--- src/rtl/td4_core_p.sv ---
// td4_core_p: parametrised single-cycle TD4-class CPU core.
//
// Each rising clk with instr_valid high (and the core not halted) executes
// the instruction presented at pc_o by an external ROM. All architectural
// state is registered and becomes visible the cycle after execution.
//
// Parameters:
//   DATA_W  width of A, B, OUT, IN and the immediate field (4..16)
//   PC_W    program-counter width, ROM depth 2^PC_W (4..DATA_W)
//
// Optional feature macro: TD4_HALT_EN
//   defined   -> opcode 1101 is HLT; halted_o freezes the core until reset
//   undefined -> opcode 1101 is a NOP; halted_o is tied to 0
//
// Ports:
//   clk           core clock, rising edge
//   rst_n         asynchronous active-low reset
//   instr_opcode  opcode of the instruction at pc_o
//   instr_imm     immediate of the instruction at pc_o
//   instr_valid   instruction fields valid this cycle; low stalls the core
//   in_port       external input port, sampled by IN A / IN B
//   pc_o          program counter / ROM address
//   reg_a_o       register A
//   reg_b_o       register B
//   out_port      output register
//   carry_o       carry flag
//   halted_o      core halted
module td4_core_p #(
    parameter int unsigned DATA_W = 4,
    parameter int unsigned PC_W   = 4
) (
    input  logic              clk,
    input  logic              rst_n,
    input  logic [3:0]        instr_opcode,
    input  logic [DATA_W-1:0] instr_imm,
    input  logic              instr_valid,
    input  logic [DATA_W-1:0] in_port,
    output logic [PC_W-1:0]   pc_o,
    output logic [DATA_W-1:0] reg_a_o,
    output logic [DATA_W-1:0] reg_b_o,
    output logic [DATA_W-1:0] out_port,
    output logic              carry_o,
    output logic              halted_o
);

    localparam logic [3:0] OpAddA  = 4'b0000;
    localparam logic [3:0] OpMovAB = 4'b0001;
    localparam logic [3:0] OpInA   = 4'b0010;
    localparam logic [3:0] OpMovAI = 4'b0011;
    localparam logic [3:0] OpMovBA = 4'b0100;
    localparam logic [3:0] OpAddB  = 4'b0101;
    localparam logic [3:0] OpInB   = 4'b0110;
    localparam logic [3:0] OpMovBI = 4'b0111;
    localparam logic [3:0] OpOutB  = 4'b1001;
    localparam logic [3:0] OpOutI  = 4'b1011;
    localparam logic [3:0] OpJnc   = 4'b1110;
    localparam logic [3:0] OpJmp   = 4'b1111;
`ifdef TD4_HALT_EN
    localparam logic [3:0] OpHlt   = 4'b1101;
`endif

    logic [DATA_W-1:0] a_q, a_d;
    logic [DATA_W-1:0] b_q, b_d;
    logic [DATA_W-1:0] out_q, out_d;
    logic [PC_W-1:0]   pc_q, pc_d;
    logic              carry_q, carry_d;
    logic              exec;

    // One extra bit on each adder captures the DATA_W-bit carry-out.
    logic [DATA_W:0]   sum_a;
    logic [DATA_W:0]   sum_b;
    logic [PC_W-1:0]   pc_inc;
    logic [PC_W-1:0]   jmp_tgt;

    assign sum_a   = {1'b0, a_q} + {1'b0, instr_imm};
    assign sum_b   = {1'b0, b_q} + {1'b0, instr_imm};
    assign pc_inc  = pc_q + PC_W'(1);
    assign jmp_tgt = instr_imm[PC_W-1:0];

`ifdef TD4_HALT_EN
    logic halted_q, halted_d;
    assign exec     = instr_valid & ~halted_q;
    assign halted_o = halted_q;
`else
    assign exec     = instr_valid;
    assign halted_o = 1'b0;
`endif

    always_comb begin
        a_d      = a_q;
        b_d      = b_q;
        out_d    = out_q;
        pc_d     = pc_q;
        carry_d  = carry_q;
`ifdef TD4_HALT_EN
        halted_d = halted_q;
`endif
        if (exec) begin
            // Every executed instruction clears carry unless it is an ADD.
            pc_d    = pc_inc;
            carry_d = 1'b0;
            case (instr_opcode)
                OpAddA:  {carry_d, a_d} = sum_a;
                OpMovAB: a_d = b_q;
                OpInA:   a_d = in_port;
                OpMovAI: a_d = instr_imm;
                OpMovBA: b_d = a_q;
                OpAddB:  {carry_d, b_d} = sum_b;
                OpInB:   b_d = in_port;
                OpMovBI: b_d = instr_imm;
                OpOutB:  out_d = b_q;
                OpOutI:  out_d = instr_imm;
                OpJnc: begin
                    // Tests the flag left by the previous instruction.
                    if (!carry_q) begin
                        pc_d = jmp_tgt;
                    end
                end
                OpJmp:   pc_d = jmp_tgt;
`ifdef TD4_HALT_EN
                OpHlt: begin
                    // pc stays on the HLT so a debugger sees where it stopped.
                    pc_d     = pc_q;
                    halted_d = 1'b1;
                end
`endif
                default: ;
            endcase
        end
    end

    always_ff @(posedge clk or negedge rst_n) begin
        if (!rst_n) begin
            a_q      <= '0;
            b_q      <= '0;
            out_q    <= '0;
            pc_q     <= '0;
            carry_q  <= 1'b0;
`ifdef TD4_HALT_EN
            halted_q <= 1'b0;
`endif
        end else begin
            a_q      <= a_d;
            b_q      <= b_d;
            out_q    <= out_d;
            pc_q     <= pc_d;
            carry_q  <= carry_d;
`ifdef TD4_HALT_EN
            halted_q <= halted_d;
`endif
        end
    end

    assign pc_o     = pc_q;
    assign reg_a_o  = a_q;
    assign reg_b_o  = b_q;
    assign out_port = out_q;
    assign carry_o  = carry_q;

endmodule

--- config.mk ---
export PLATFORM = sky130hd
export DESIGN_NAME = td4_core_p
export DESIGN_NICKNAME = d
export VERILOG_FILES = /design/src/rtl/td4_core_p.sv
export SDC_FILE = /design/constraint.sdc
export NUM_CORES = 1
export LEC_CHECK = 0
export CAP_MARGIN = 20
export CORE_MARGIN = 5
export CORE_UTILIZATION = 52
export CTS_CLUSTER_SIZE = 40
export DETAILED_ROUTE_END_ITERATION = 6
export GPL_TIMING_DRIVEN = 0
export PLACE_DENSITY_LB_ADDON = 0.25
export REMOVE_ABC_BUFFERS = 1
export SETUP_SLACK_MARGIN = 0.2
export SLEW_MARGIN = 20
export SYNTH_ARGS = -nofsm -noshare
export SYNTH_HDL_FRONTEND = slang
export SYNTH_SLANG_ARGS = --single-unit
--- constraint.sdc ---
create_clock -name clk -period 2.9 [get_ports clk]
set_input_delay 0.58 -clock clk [delete_from_list [all_inputs] [get_ports clk]]
set_output_delay 0.58 -clock clk [all_outputs]
set_load 0.01 [all_outputs]
==> results.yml <==
run_status:
  status: "finished clean"
detailed_routing:
  wirelength_um: 2970
  via_per_inst: 5.71
  vias: 1108
  dr.first_iter.drc_count: 26
  wl_per_cell_um: 15.3
  drc: 0
  dr.pass1.iters: 4
  ant_nets: 0
global_route:
  grt_max_degree: 22
  grt_overflow: 0
  antenna_found_initial: 0
  grt_first_pass_wirelength_um: 5240
  gr-usage-all-layers_pct: 19.6
  first_global_vias: 1174
timing:
  worst_slew_pin_slew_ns: 0.848
  rsz0062_at_grt: "false"
  relSlewSlack_pct: 43.3
  min_period_ns: 2.36
  setup-violations-final: 0
  slew_violations: 0
  fmax_mhz: 423
  hold_viol_final: 0
  fin_skew_ns: 0.00808
  finalCritPeriodShare_pct: 81.5
  setup_tns_ns: 0
  layout_setup_ws_ns: 0.537
clock_network:
  clk_latency_ns: 0.29
  numCtsBuffers: 3
  hold_buffers: 0
  cts_tree: "yes"
  htreeDepth: 1
  path_clk_slew_ns: 0.09
  cts_sinks: 17
  cts_resized: 0
  cts_root_buffer: "clkbuf_4"
  post_cts_buffers: 0
  cts_buffer_depth: 2
yosys:
  yosysUniqueCellTypes: 38
  synth-edff-count: 0
  syn_area_per_cell_um2: 9.53
  synth_most_common_cell: "dfrtp_1"
  syn_inst: 135
  yosysTopAreaCellShare_pct: 33.1
  ys_seq_elements: 17
  yosysWarnings: 0
  synthTopCellsByArea: "dfrtp_1 (33%), ha_1 (8.8%), mux2i_1 (7.8%)"
  synth_top_area_cell: "dfrtp_1"
  synth-main-ff-cell: "dfrtp_1"
  async_reset_ff_share_pct: 100
  seq_area_frac_synth_pct: 33.1
  synth_commonest_cells: "dfrtp_1 (17), nand2_1 (16), o21ai_0 (15)"
  netlist_area_mm2: 0.00129
worst_setup_path:
  startpoint: "instr_opcode[1]"
  reg2reg_slack_ns: 1.16
  critPathKind: "in -> reg"
  required_ns: 3.08
  cp-start-kind: "primary input"
  path_max_fanout: 21
  endpoint_kind: "flop"
  worstPathArrival_ns: 2.54
  reg2reg_from: "reg_b_o[0]"
  r2r_cells: 6
  timing.rr.end: "reg_b_o[2]"
hold_path:
  hold_depth: 2
  hp-start: "out_port[1]"
  min_path_type: "reg -> reg"
  min_to: "out_port[1]"
finish:
  diodes: 0
  syn_to_final_growth_pct: 26.0
  finalInstanceArea_mm2: 0.00162
  layout.nets: 191
  drive_gt1_share_pct: 4.27
placed_design:
  dp_hpwl_um: 2260
  dpl_cell_area_mm2: 0.00159
  dp_slack_ns: 0.217
  numPortBuffers: 31
  gp_congestion: 0.839
die:
  core_mm2: 0.00241
  start_util_pct: 53.4
  die_h_um: 59.7
  placementRows: 18
  pin_count: 33
  die_area_mm2: 0.00357
  die_w_um: 59.7
power:
  p_clk_share_pct: 13.3
  seq_power_share_pct: 38.2
  p_per_area_mw_per_mm2: 602
  switching_share_pct: 35.8
  switchingPower_w: 0.000349
  vdd_drop_max_mv: 0.450
  p_leak_nw: 0.722
  p_int_w: 0.000626
  comb_power_share_pct: 48.5
  finalPower_w: 0.000976
job:
  cap_violations: 0
[how the worst max path moves through the flow]
stage / endpoint / cells after the start
3_3_place_gp: reg_a_o[0] / 3
2_1_floorplan: reg_b_o[2] / 6
6_report: reg_a_o[0] / 3
3_5_place_dp: reg_a_o[0] / 3
4_1_cts: reg_a_o[0] / 3
5_1_grt: reg_a_o[0] / 3
[metrics by stage]
stage               utilization [%]  hold WS (ns)  cells
floorplan                         -         0.284    129
global placement               66.1         0.460    190
detailed placement             66.1         0.475    190
CTS                            67.2         0.497    194
global route                   67.2         0.519    194
finish                         67.2         0.495    194
[cell families after synthesis]
kind of cell / synth area share (%)
flops: 33.1
xor+xnor: 2.04
other cells: 0.292
compound gates: 20.2
simple gates: 13.1
mux: 13.6
fa+ha+maj: 11.9
buf+inv: 5.74
[worst max-delay path, stage by stage]
cell,delay [ns]
clkdlybuf4s50_1,1.02
mux4_1,0.65
mux2_2,0.28
[cell type report]
| cell class | count | area (µm²) |
|---|---|---|
| Inverter | 9 | 33.8 |
| Fill cell | 203 | 790 |
| Timing Repair Buffer | 31 | 310 |
| Tap cell | 30 | 37.5 |
| Clock buffer | 4 | 26.3 |
| Sequential cell | 17 | 425 |
| Multi-Input combinational cell | 103 | 787 |
[layer usage]
metal | global-route usage [%] | share of wire (%) | vias up
met1 | 24.3 | 43 | 535
met4 | 5.38 | 1.5 | 0
met3 | 5.62 | 4.7 | 4
met5 | 0 | 0 | -
met2 | 33.0 | 50 | 24
li1 | - | - | 545
[registers in the layout, indices dropped and copies added, names as in the netlist]
| register | count |
|---|---|
| reg_a_o | 4 |
| out_port | 4 |
| pc_o | 4 |
| reg_b_o | 4 |
| carry_o | 1 |
[placed cells by master, fill, tap and decap left out, types with 3 or more instances in the layout]
| cell type | synthesis | final |
|---|---|---|
| clkdlybuf4s50_1 | 0 | 31 |
| a22oi_1 | 4 | 4 |
| a21oi_1 | 7 | 7 |
| dfrtp_1 | 17 | 17 |
| ha_1 | 9 | 9 |
| clkbuf_4 | 0 | 3 |
| o21ai_0 | 15 | 15 |
| nor2b_1 | 3 | 3 |
| inv_1 | 9 | 9 |
| nor2_1 | 7 | 7 |
| a21o_1 | 3 | 3 |
| nand2_1 | 16 | 16 |
| mux2i_1 | 10 | 10 |
[power by group through the flow]
| stage | registers (W) | clock network, W | logic, W |
|---|---|---|---|
| CTS | 0.000374 | 0.000136 | 0.000481 |
| detailed placement | 0.000378 | 0 | 0.000476 |
| global route | 0.000385 | 0.000150 | 0.000529 |
| finish | 0.000373 | 0.000130 | 0.000473 |
| floorplan | 0.000398 | 0 | 0.000223 |
| global placement | 0.000374 | 0 | 0.000464 |
No activity file was read; power rests on OpenSTA's default activity.
==> RTL edit 1, RTL diff (same flow settings) <==
Reset style: synchronous (`rst_n`), changed in one clocked block. Comments in the files are not updated.
--- a/src/rtl/td4_core_p.sv
+++ b/src/rtl/td4_core_p.sv
@@ -129,7 +129,7 @@
         end
     end
 
-    always_ff @(posedge clk or negedge rst_n) begin
+    always_ff @(posedge clk) begin
         if (!rst_n) begin
             a_q      <= '0;
             b_q      <= '0;
Formal check against the unedited RTL: differs if rst_n is asserted again (counterexample within 4 cycles, from zero or initial values and one cycle with rst_n low); with rst_n held inactive, the same outputs for 10 cycles.
==> RTL edit 1 against the unedited design <==
Area after synthesis increased by 6.2%; count of clock-buffer cells in the layout fell by 1; critical endpoint is now pc_o[0]; worst setup slack improved by 0.053 ns; global-route usage is 0.12 points higher; critical path depth is 2 higher; wire length up 13%; sequential cell count stayed put; critical path type unchanged; highest routed layer unchanged; hold slack worse by 0.0018 ns; first-iteration DRC count rose by 27%; final area increased by 2.2%; die area rose by 5.2%.
Power is not compared: it rests on default switching activity, and its combinational part moved more than twofold at a synthesized area within 25%.
==> RTL edit 1: results (changes against the unedited design) <==
Hold Fails Final Rpt=0 (unchanged); initial drt markers=33 (was 26); ranking of synthesized cells by area=dfxtp_1 (25%), mux2i_1 (12%), ha_1 (8.2%), buf_4 (3.3%), nor2_1 (3.3%) (was dfrtp_1 (33%), ha_1 (8.8%), mux2i_1 (7.8%), o21ai_0 (5.8%), nand2_1 (4.7%)); Hold Path End=pc_o[3] (was out_port[1]); minimum setup slack among reg-to-reg paths=1.15 ns; GPL Wtd Cong=0.8237 (was 0.8393); DR WL met2=1.593 mm (was 1.496 mm); port bufs=31 (unchanged); vias in the first global route=1189 (was 1174); ys async rst share=0% (was 100.0%); # diodes=0 (unchanged); H-tree levels=1 (unchanged); clock slew at reported path FFs=0.12 ns (was 0.09 ns); largest net degree at the start of global routing=17 (was 22); Post-synth top flop=dfxtp_1 (was dfrtp_1); Critical Path Fanout Max=16 (was 21); wire length on met3=187 um (was 140 um); RR Endpoint=reg_b_o[2] (unchanged); crit path launch=instr_opcode[0] (was instr_opcode[1]); R2R depth=6 (unchanged); Final #Nets=199 (was 191); DRT Pass-1 Iters=6 (was 4); initial antenna violation count=0 (unchanged); status=completed (unchanged); Seq/Total Area, Yosys=24.91% (was 33.07%); min-delay worst type=reg -> reg (unchanged); IR drop worst, VDD=approximately 0.26 mV; Least-Margin Pin Slew=0.8386 ns (was 0.8485 ns); vias per cell=6.015 (was 5.711); Pleak=roughly 0.73 nW; cts repair resizes=0 (unchanged); first-pass GRT wire length=5.437 mm (was 5.244 mm); yosys warns=0 (unchanged); worst skew pair latency=about 0.3 ns; P_int=approximately 370 uW; post-DP HPWL=2.498 mm (was 2.261 mm); Bufs on Longest Clock Path=2 (unchanged); GRT Total Usage=19.68% (was 19.56%); clk_skew=0.007452 ns (was 0.008081 ns); Reg-to-Reg Start=reg_b_o[0] (unchanged); share of cells above drive strength 1=7.558% (was 4.268%); Routed met1 length=1.522 mm (was 1.284 mm); HP Start=pc_o[3] (was out_port[1]); dpl cell area=1629 sq um (was 1594 sq um); Worst EP arrival=2.52 ns (was 2.54 ns); hold path depth=2 (unchanged); Top Metal Used=met4 (unchanged); Synth top cells by count=dfxtp_1 (17), mux2i_1 (17), nor2_1 (12) (was dfrtp_1 (17), nand2_1 (16), o21ai_0 (15)); post-synthesis cell type count=46 (was 38); total routed wirelength=3.339 mm (was 2.965 mm); CTS root buffer=clkbuf_4 (unchanged); number of CTS-inserted buffers=3 (unchanged); Setup Fix Bufs, Post-CTS=0 (unchanged)
[RTL edit 1: cell types whose count changed after synthesis, sizes merged, moves of 4 or more]
cell / unedited run / this run
a211oi: 1 / 5
a22oi: 4 / 0
dfrtp: 17 / 0
dfxtp: 0 / 17
inv: 9 / 4
mux2i: 10 / 17
nand2: 16 / 8
nand2b: 0 / 4
nor2: 7 / 12
o21ai: 15 / 4
o22ai: 0 / 4
[RTL edit 1: logic make-up (layout without fill, tap and decap cells)]
group	count (synthesis)	count (layout)	synth area share, %
mux	17	17	12.45
other cells	1	1	0.2745
fa+ha+maj	11	11	11.17
xor+xnor	3	3	1.923
buf+inv	15	40	7.599
simple gates	42	42	21.06
flops	17	17	24.91
compound gates	41	41	20.61
[RTL edit 1: worst max path at each step]
| stage | end | slack (ns) | cells after the start |
|---|---|---|---|
| 2_1_floorplan | reg_b_o[2] | 1.10 | 6 |
| 4_1_cts | pc_o[0] | 0.60 | 5 |
| 3_5_place_dp | pc_o[0] | 0.27 | 5 |
| 5_1_grt | pc_o[0] | 0.53 | 5 |
| 6_report | pc_o[0] | 0.59 | 5 |
| 3_3_place_gp | pc_o[0] | 0.30 | 5 |
[RTL edit 1: per-stage QoR]
stage | util, % | hold WS [ns] | total power [mW] | setup WS (ns) | std cells
floorplan | - | 0.5027 | 0.3353 | 1.098 | 137
global placement | 65.17 | 0.4710 | 0.4073 | 0.3017 | 198
detailed placement | 65.17 | 0.4795 | 0.4132 | 0.2671 | 198
global route | 66.27 | 0.5383 | 0.5806 | 0.5339 | 202
finish | 66.27 | 0.4935 | 0.5485 | 0.5906 | 202
CTS | 66.27 | 0.4972 | 0.5478 | 0.6015 | 202
[RTL edit 1: cell type report]
type	count	area, sq um
Multi-Input combinational cell	115	922.1
Fill cell	222	843.3
Sequential cell	17	340.3
Timing Repair Buffer	31	310.3
Tap cell	30	37.54
Clock buffer	3	22.52
Inverter	5	18.77
Clock inverter	1	5.005
[RTL edit 1: power groups by stage]
| stage | Sequential, mW | Combinational, mW | Clock (mW) |
|---|---|---|---|
| 6_report | 0.254 | 0.155 | 0.140 |
| 5_1_grt | 0.256 | 0.167 | 0.157 |
| 4_1_cts | 0.254 | 0.154 | 0.140 |
| 3_5_place_dp | 0.260 | 0.154 | 0 |
| 3_3_place_gp | 0.259 | 0.149 | 0 |
| 2_1_floorplan | 0.262 | 0.0734 | 0 |
[RTL edit 1: critical path: stages]
cell             delay, ns
clkdlybuf4s50_1       1.01
nand2b_4              0.29
nand4_4               0.15
o21a_1                0.25
o221a_1               0.23
[RTL edit 1: layer usage]
layer	vias to the layer above	GRT usage, %
li1	589	-
met1	582	24.46
met2	38	32.33
met3	6	4.612
met4	0	8.669
met5	-	0
==> RTL edit 2, RTL diff (same flow settings) <==
Made on the original files. Add a define of `TD4_HALT_EN`.
--- a/src/rtl/td4_core_p.sv
+++ b/src/rtl/td4_core_p.sv
@@ -25,6 +25,8 @@
 //   out_port      output register
 //   carry_o       carry flag
 //   halted_o      core halted
+`define TD4_HALT_EN
+
 module td4_core_p #(
     parameter int unsigned DATA_W = 4,
     parameter int unsigned PC_W   = 4
Formal check against the unedited RTL: not equivalent (a bounded check fails within 4 cycles, from zero or initial values and one cycle with rst_n low).
==> RTL edit 2 against the unedited design <==
Final cell count is 7.2% lower; sequential cell count grew 1; combinational power increased by 51%; area after synthesis fell by 1.7%; via count shrank 2.9%; maximum frequency down 4.2%; global-route usage down 1.3 points; power is 38% higher; wire length decreased by 0.88%; worst setup slack got worse by 0.10 ns; final area rose by 0.93%; count of clock-buffer cells in the layout is the same; die area shrank 1.4%; critical path type unchanged.
==> RTL edit 2: results (changes against the unedited design) <==
Crit-path slowest cell=clkdlybuf4s50_1 (unchanged); status=completed (unchanged); # diodes=0 (unchanged); vias per cell=5.978 (was 5.711); worst skew pair latency=0.31 ns (was 0.29 ns); Worst EP arrival=2.66 ns (was 2.54 ns); dpl cell area=1597 sq um (was 1594 sq um); initial antenna violation count=0 (unchanged); first-pass GRT wire length=4.899 mm (was 5.244 mm); vias in the first global route=1109 (was 1174); largest net degree at the start of global routing=22 (unchanged); Seq/Total Area, Yosys=35.61% (was 33.07%); number of CTS-inserted buffers=3 (unchanged); port bufs=32 (was 31); antenna viol nets, final=0 (unchanged); post-synthesis cell type count=35 (was 38); ys async rst share=100.0% (unchanged); total routed wirelength=2.939 mm (was 2.965 mm); yosys warns=0 (unchanged); clock slew at reported path FFs=0.12 ns (was 0.09 ns); Least-Margin Pin Slew=0.9230 ns (was 0.8485 ns); CTS root buffer=clkbuf_4 (unchanged); H-tree levels=1 (unchanged); worst slack, placed=-0.05183 ns (was 0.2172 ns); Pleak=0.6999 nW (was 0.7220 nW); initial drt markers=21 (was 26); GRT Total Usage=18.31% (was 19.56%); syn_area_per_cell=10.45 sq um (was 9.528 sq um); ranking of synthesized cells by area=dfrtp_1 (36%), ha_1 (8.9%), mux2i_1 (6.3%), mux4_2 (5.3%), mux2_2 (4.5%) (was dfrtp_1 (33%), ha_1 (8.8%), mux2i_1 (7.8%), o21ai_0 (5.8%), nand2_1 (4.7%)); GPL Wtd Cong=0.8886 (was 0.8393); WL per Instance=16.33 um (was 15.28 um); # fillers=168 (was 203); max incr delay on CP=0.50 ns (was 1.02 ns); IR drop worst, VDD=0.5476 mV (was 0.4501 mV); Util after Layout=71.85% (was 67.24%); post-DP HPWL=2.220 mm (was 2.261 mm); Critical Path Fanout Max=5 (was 21); Synth top cells by count=dfrtp_1 (18), nand2_1 (10), ha_1 (9), o21ai_0 (9), mux2i_1 (8) (was dfrtp_1 (17), nand2_1 (16), o21ai_0 (15)); Final #Nets=179 (was 191); share of cells above drive strength 1=9.868% (was 4.268%); clk_skew=0.01132 ns (was 0.008081 ns); Setup Fix Bufs, Post-CTS=0 (unchanged); Bufs on Longest Clock Path=2 (unchanged)
[RTL edit 2: timing repair]
item                                    CTS  global route
endpoints found under the setup margin    0             2
gates resized for setup                   0             1
hold buffers                              0             0
[RTL edit 2: worst max-delay path: cells and delay by family]
family	cells	cell delay, ns
muxes	2	0.72
adders and majority gates	2	0.70
buffers and inverters	1	0.50
xor gates and xnor gates	1	0.16
[RTL edit 2: final cells by class]
type | count | share of cell area [%]
Timing Repair Buffer | 32 | 19.74
Tap cell | 28 | 2.142
Multi-Input combinational cell | 95 | 47.67
Clock buffer | 4 | 2.219
Sequential cell | 18 | 27.54
Inverter | 3 | 0.6886
[RTL edit 2: power breakdown]
group | switching [mW] | internal (mW) | total, mW
sequential | 0.110 | 0.357 | 0.467
clock | 0.0891 | 0.0767 | 0.166
combinational | 0.296 | 0.416 | 0.712
total | 0.495 | 0.850 | 1.34
[RTL edit 2: worst paths after layout]
path	start	endpoint	slack, ns	depth (start not counted)
max in group asynchronous	rst_n	reg_b_o[2]	1.63	1
min reg2reg	out_port[0]	out_port[0]	0.49	2
min	out_port[0]	out_port[0]	0.49	2
max	instr_imm[0]	reg_b_o[2]	0.43	6
min in group asynchronous	rst_n	pc_o[0]	0.74	1
max reg2reg	reg_b_o[0]	reg_b_o[2]	0.82	5
[RTL edit 2: routing by layer]
metal	vias up	wire length (um)	track usage [%]
li1	524	-	-
met1	515	1278	22.84
met2	31	1436	30.42
met3	6	183	3.704
met4	0	40	7.767
met5	-	0	0
[RTL edit 2: logic make-up (layout without fill, tap and decap cells)]
family                     Yosys count  count (layout)  synth area share [%]
DFF                                 18              18                 35.61
AOI/OAI and AO/OA                   32              32                 17.21
muxes                               16              16                 16.12
buffers and inverters                8              39                 2.769
and+or+nand+nor                     34              34                 14.84
adders and majority gates           11              11                 12.07
xor gates and xnor gates             2               2                 1.385
